===== src/rtl/pipe_reg_hs_pkg.sv =====
// Shared constants and helpers for the handshaked register pipeline.
package pipe_reg_hs_pkg;

    // Datapath defaults used when the pipeline is dropped in without overrides.
    localparam int DEFAULT_WIDTH = 8;
    localparam int DEFAULT_DEPTH = 3;

    // Bits needed to hold an occupancy count from 0 to depth inclusive.
    function automatic int count_width(input int depth);
        return $clog2(depth + 1);
    endfunction

endpackage


===== src/rtl/pipe_reg_hs_stage.sv =====
// One data+valid slice of the pipeline. It loads from upstream whenever the
// ready chain says this slot may move. Data only changes when a real beat
// arrives, so don't-care input data never lands in the slot.
module pipe_reg_hs_stage
    import pipe_reg_hs_pkg::*;
#(
    parameter int               WIDTH      = DEFAULT_WIDTH,
    parameter logic [WIDTH-1:0] RESET_DATA = '0
) (
    input  logic             clk,
    input  logic             reset,
    input  logic             flush,
    input  logic             load,
    input  logic             in_valid,
    input  logic [WIDTH-1:0] in_data,
    output logic             valid,
    output logic [WIDTH-1:0] data
);

    // Reset beats flush. Flush drops every beat but leaves the data registers alone.
    always_ff @(posedge clk) begin
        if (reset) begin
            valid <= 1'b0;
            data  <= RESET_DATA;
        end else begin
            if (flush) begin
                valid <= 1'b0;
            end else if (load) begin
                valid <= in_valid;
            end
            if (!flush && load && in_valid) begin
                data <= in_data;
            end
        end
    end

endmodule


===== src/rtl/pipe_reg_hs.sv =====
// DEPTH-stage, WIDTH-bit register pipeline with a per-beat handshake and
// bubble collapsing.
//
// Handshake: a beat is accepted when i_valid && o_ready. A beat is emitted
// when o_valid && i_ready. Both can happen in the same cycle. o_ready depends
// combinationally on i_ready and i_flush. It never depends on i_valid. Once
// o_valid is high, o_valor/o_valid stay put until the beat is taken. The only
// exceptions are flush and reset, which drop the beat.
module pipe_reg_hs
    import pipe_reg_hs_pkg::*;
#(
    parameter int               WIDTH      = DEFAULT_WIDTH,
    parameter int               DEPTH      = DEFAULT_DEPTH,
    parameter logic [WIDTH-1:0] RESET_DATA = '0
) (
    input  logic                          clk,
    input  logic                          reset,
    input  logic [WIDTH-1:0]              i_valor,
    input  logic                          i_valid,
    output logic                          o_ready,
    output logic [WIDTH-1:0]              o_valor,
    output logic                          o_valid,
    input  logic                          i_ready,
    input  logic                          i_flush,
    output logic [count_width(DEPTH)-1:0] o_count
);

    localparam int CW = count_width(DEPTH);

    logic [DEPTH-1:0] v;
    logic [WIDTH-1:0] data           [DEPTH];
    logic [DEPTH-1:0] stage_rdy;
    logic [DEPTH-1:0] stage_in_valid;
    logic [WIDTH-1:0] stage_in_data  [DEPTH];
    logic             chain;

    // Ready chain: a slot can load if it is empty or its occupant moves on.
    // Walking from the output side lets any downstream hole pull beats forward.
    always_comb begin
        stage_rdy = '0;
        chain     = i_ready;
        for (int k = DEPTH - 1; k >= 0; k--) begin
            chain        = !v[k] | chain;
            stage_rdy[k] = chain;
        end
    end

    genvar k;
    generate
        for (k = 0; k < DEPTH; k++) begin : g_stage
            if (k == 0) begin : g_head
                assign stage_in_valid[k] = i_valid;
                assign stage_in_data[k]  = i_valor;
            end else begin : g_body
                assign stage_in_valid[k] = v[k-1];
                assign stage_in_data[k]  = data[k-1];
            end

            pipe_reg_hs_stage #(
                .WIDTH      (WIDTH),
                .RESET_DATA (RESET_DATA)
            ) u_stage (
                .clk      (clk),
                .reset    (reset),
                .flush    (i_flush),
                .load     (stage_rdy[k]),
                .in_valid (stage_in_valid[k]),
                .in_data  (stage_in_data[k]),
                .valid    (v[k]),
                .data     (data[k])
            );
        end
    endgenerate

    // Occupancy is the population count of the valid bits.
    always_comb begin
        o_count = '0;
        for (int i = 0; i < DEPTH; i++) begin
            o_count = o_count + CW'(v[i]);
        end
    end

    assign o_ready = stage_rdy[0] & !i_flush;
    assign o_valor = data[DEPTH-1];
    assign o_valid = v[DEPTH-1];

endmodule


===== config.mk =====
export PLATFORM = sky130hd
export DESIGN_NAME = pipe_reg_hs
export DESIGN_NICKNAME = d
export VERILOG_FILES = /design/src/rtl/pipe_reg_hs_pkg.sv /design/src/rtl/pipe_reg_hs_stage.sv /design/src/rtl/pipe_reg_hs.sv
export SDC_FILE = /design/constraint.sdc
export NUM_CORES = 1
export LEC_CHECK = 0
export ABC_AREA = 1
export CAP_MARGIN = 10
export CORE_MARGIN = 10
export CORE_UTILIZATION = 53
export CTS_CLUSTER_SIZE = 8
export DETAILED_ROUTE_END_ITERATION = 7
export GPL_ROUTABILITY_DRIVEN = 0
export PLACE_DENSITY = 0.92
export SYNTH_ARGS = -nofsm -noshare
export SYNTH_HDL_FRONTEND = slang
export SYNTH_SLANG_ARGS = --single-unit

===== constraint.sdc =====
create_clock -name clk -period 2.2 [get_ports clk]
set_input_delay 0.44 -clock clk [delete_from_list [all_inputs] [get_ports clk]]
set_output_delay 0.44 -clock clk [all_outputs]
set_load 0.03 [all_outputs]

==> flow_summary.json <==
{
  "yosys.area_share.adder": 0.01615,
  "maxCapViolCount": 0,
  "reg2regPathDepth": 6,
  "drcViolationCount": 0,
  "grtUsageTotal": 0.09563,
  "fin_worst_skew_ps": 1.922,
  "place_inst": 206,
  "status": "complete, no violations",
  "core_area_um2": 2212,
  "syn-cell-area_um2": 1240,
  "cts_max_level": 1,
  "r2r_setup_slack_ps": 990,
  "cp.required_ps": 1760,
  "antenna_found_initial": 0,
  "critPathBufInv": 1,
  "rsz0062_at_grt": "false",
  "ys_seq_area_frac": 0.4359,
  "synth-seq-cells": 27,
  "relSlewSlack": 0.6135,
  "yosysWarningCount": 0,
  "clkTransAtPathRegs_ps": 140,
  "start_util": 0.5605,
  "hpwl_mm": 1.730,
  "worst_skew_pair.late_latency_ps": 310,
  "final_antenna_net_count": 0,
  "hold_viol": 0,
  "drv_slew": 0,
  "grt_pass1_wl_mm": 3.608,
  "final_core_util": 0.6544,
  "globalRouteOverflowTotal": 0,
  "fin_crit_sh": 0.9512,
  "cts_buffer_depth": 2,
  "cp.arrival_ps": 1650,
  "post_cts_buffers": 0,
  "synth_top_family_by_area": "simple AND/OR/NAND/NOR gates",
  "synthArstFlopShare": 0,
  "syn_nets": 180,
  "ios": 25,
  "min-delay-start": "g_stage[2].u_stage.data[0]",
  "vias": 941,
  "power_density_nw_per_um2": 579.5,
  "dieWidth_um": 68.37,
  "clockRootBuffer": "clkbuf_4",
  "crit_chain": "fa_1 -> dlygate4sd2_1",
  "synth_top_area_frac": 0.4359,
  "worst-path-max-fanout": 5,
  "setup_viol_count_final": 0,
  "grt_pass1_vias": 910,
  "synthTopCellsByArea": "dfxtp_1 (44%), inv_1 (12%), nand2_1 (5.8%)",
  "r2r-end": "g_stage[0].u_stage.data[7]",
  "die_area_um2": 4674,
  "cp_slowest_stage_delay_ps": 540,
  "critPathSlowestCell": "fa_1",
  "max_freq_mhz": 477.9,
  "instances_no_fill": 210,
  "leakagePower_nw": 0.6762,
  "cts_made_buffers": 3,
  "syn_area_per_cell_um2": 7.470,
  "cts_tree": "done",
  "fp.dieH_um": 68.37,
  "via_per_inst": 4.481,
  "synth-compound-area-share": 0.1090,
  "drt-total-wl_mm": 2.091,
  "reg2reg_from": "g_stage[2].u_stage.valid",
  "port_buffers": 24,
  "path_class": "reg -> out",
  "synth.distinct_cells": 18,
  "setup.worst_path.start": "g_stage[2].u_stage.valid",
  "grt_max_degree": 26,
  "crit_family": "adder cells",
  "ir_drop_uv": 453.0,
  "syn_inst": 166,
  "tns_ps": 0,
  "drive_gt1_frac": 0.1099,
  "placementRows": 17,
  "synth-edff-count": 0,
  "drt-wirelength-per-cell_um": 9.957,
  "cp-start-kind": "register",
  "hold_end": "g_stage[2].u_stage.data[0]",
  "synthSimpleGateAreaFrac": 0.2281,
  "drt_iter0_drc": 30,
  "tightestPinTransition_ps": 579.1,
  "first_pass_iters": 4,
  "syn_to_final_growth_pct": 16.75,
  "cp-end-kind": "output pin",
  "post-synth-top-count-cell": "inv_1",
  "ys_top_cells_by_count": "inv_1 (39), dfxtp_1 (27), nand2_1 (19)",
  "cts_resized": 1,
  "cts.sinks": 27,
  "hold_path_depth": 2,
  "antennaDiodeCount": 0,
  "layout.nets": 197,
  "synth_ff_type": "dfxtp_1",
  "period_needed_ps": 2093,
  "synthXorXnorAreaFrac": 0,
  "num-fill-cells": 199,
  "hold_buffers": 0,
  "synth_area_leader_cell": "dfxtp_1",
  "muxShareOfSynthArea": 0,
  "hold_class": "reg -> reg"
}
-- where the power goes --
group | internal (mW) | leakage, nW | switching [mW]
combinational | 0.0500 | 0.442 | 0.0606
sequential | 0.507 | 0.220 | 0.00909
clock | 0.0693 | 0.0139 | 0.143
total | 0.627 | 0.676 | 0.212
-- state kept, by name (all words and copies together), names as in the netlist --
name,count
g_stage.u_stage.valid,3
g_stage.u_stage.data,24
-- placed cells by master, fill, tap and decap left out, drive strengths merged --
| master | instances |
|---|---|
| a21oi | 11 |
| buf | 3 |
| clkbuf | 3 |
| clkdlybuf4s50 | 21 |
| clkinvlp | 1 |
| dfxtp | 27 |
| dlygate4sd2 | 1 |
| dlymetal6s2s | 1 |
| fa | 1 |
| inv | 40 |
| nand2 | 20 |
| nand3 | 3 |
| nand4 | 9 |
| nor2 | 25 |
| o21ai | 16 |
-- per-layer routing --
layer	share of wire	track usage
met1	0.44	0.1025
met2	0.46	0.1802
met3	0.090	0.03100
met4	0.0043	0.01508
met5	0	0
-- stage by stage --
step | hold slack [ps] | total power, mW | setup slack (ps) | cell area [µm²]
6_report | 454.7 | 0.8389 | 107.3 | 1448
5_1_grt | 471.5 | 0.8836 | 49.10 | 1448
4_1_cts | 457.6 | 0.8445 | 8.367 | 1445
3_5_place_dp | 437.5 | 0.6392 | 187.0 | 1416
3_3_place_gp | 430.7 | 0.6340 | 216.9 | 1416
2_1_floorplan | 423.4 | 0.6044 | 565.0 | 1240
-- worst max-delay path by stage --
stage	to	slack (ps)	cells after the start
after detailed placement	o_count[0]	190	2
after floorplan	o_count[0]	570	1
final	o_count[0]	110	2
after global routing	o_count[0]	50	2
after global placement	o_count[0]	220	2
after CTS	o_count[1]	8	2
-- cell families after synthesis --
group                    Yosys count
flip-flops                        27
adder cells (fa/ha/maj)            1
AND/OR/NAND/NOR                   57
AO/OA/AOI/OAI                     27
buffers and inverters             54
-- layout make-up --
| cell class | instances | area [µm²] | share of cell area |
|---|---|---|---|
| clock buffer | 3 | 22.52 | 0.01556 |
| clock inverter | 1 | 7.507 | 0.005186 |
| inverter | 40 | 150.1 | 0.1037 |
| multi-input combinational | 85 | 437.9 | 0.3025 |
| sequential | 27 | 540.5 | 0.3734 |
| tap | 28 | 35.03 | 0.02420 |
| timing repair buffer | 26 | 254.0 | 0.1755 |
-- worst min-delay path: stages (launching register included) --
cell     delay [ps]
dfxtp_1         340
inv_1            50
a21oi_1          50
No activity file was read; power rests on OpenSTA's default activity.
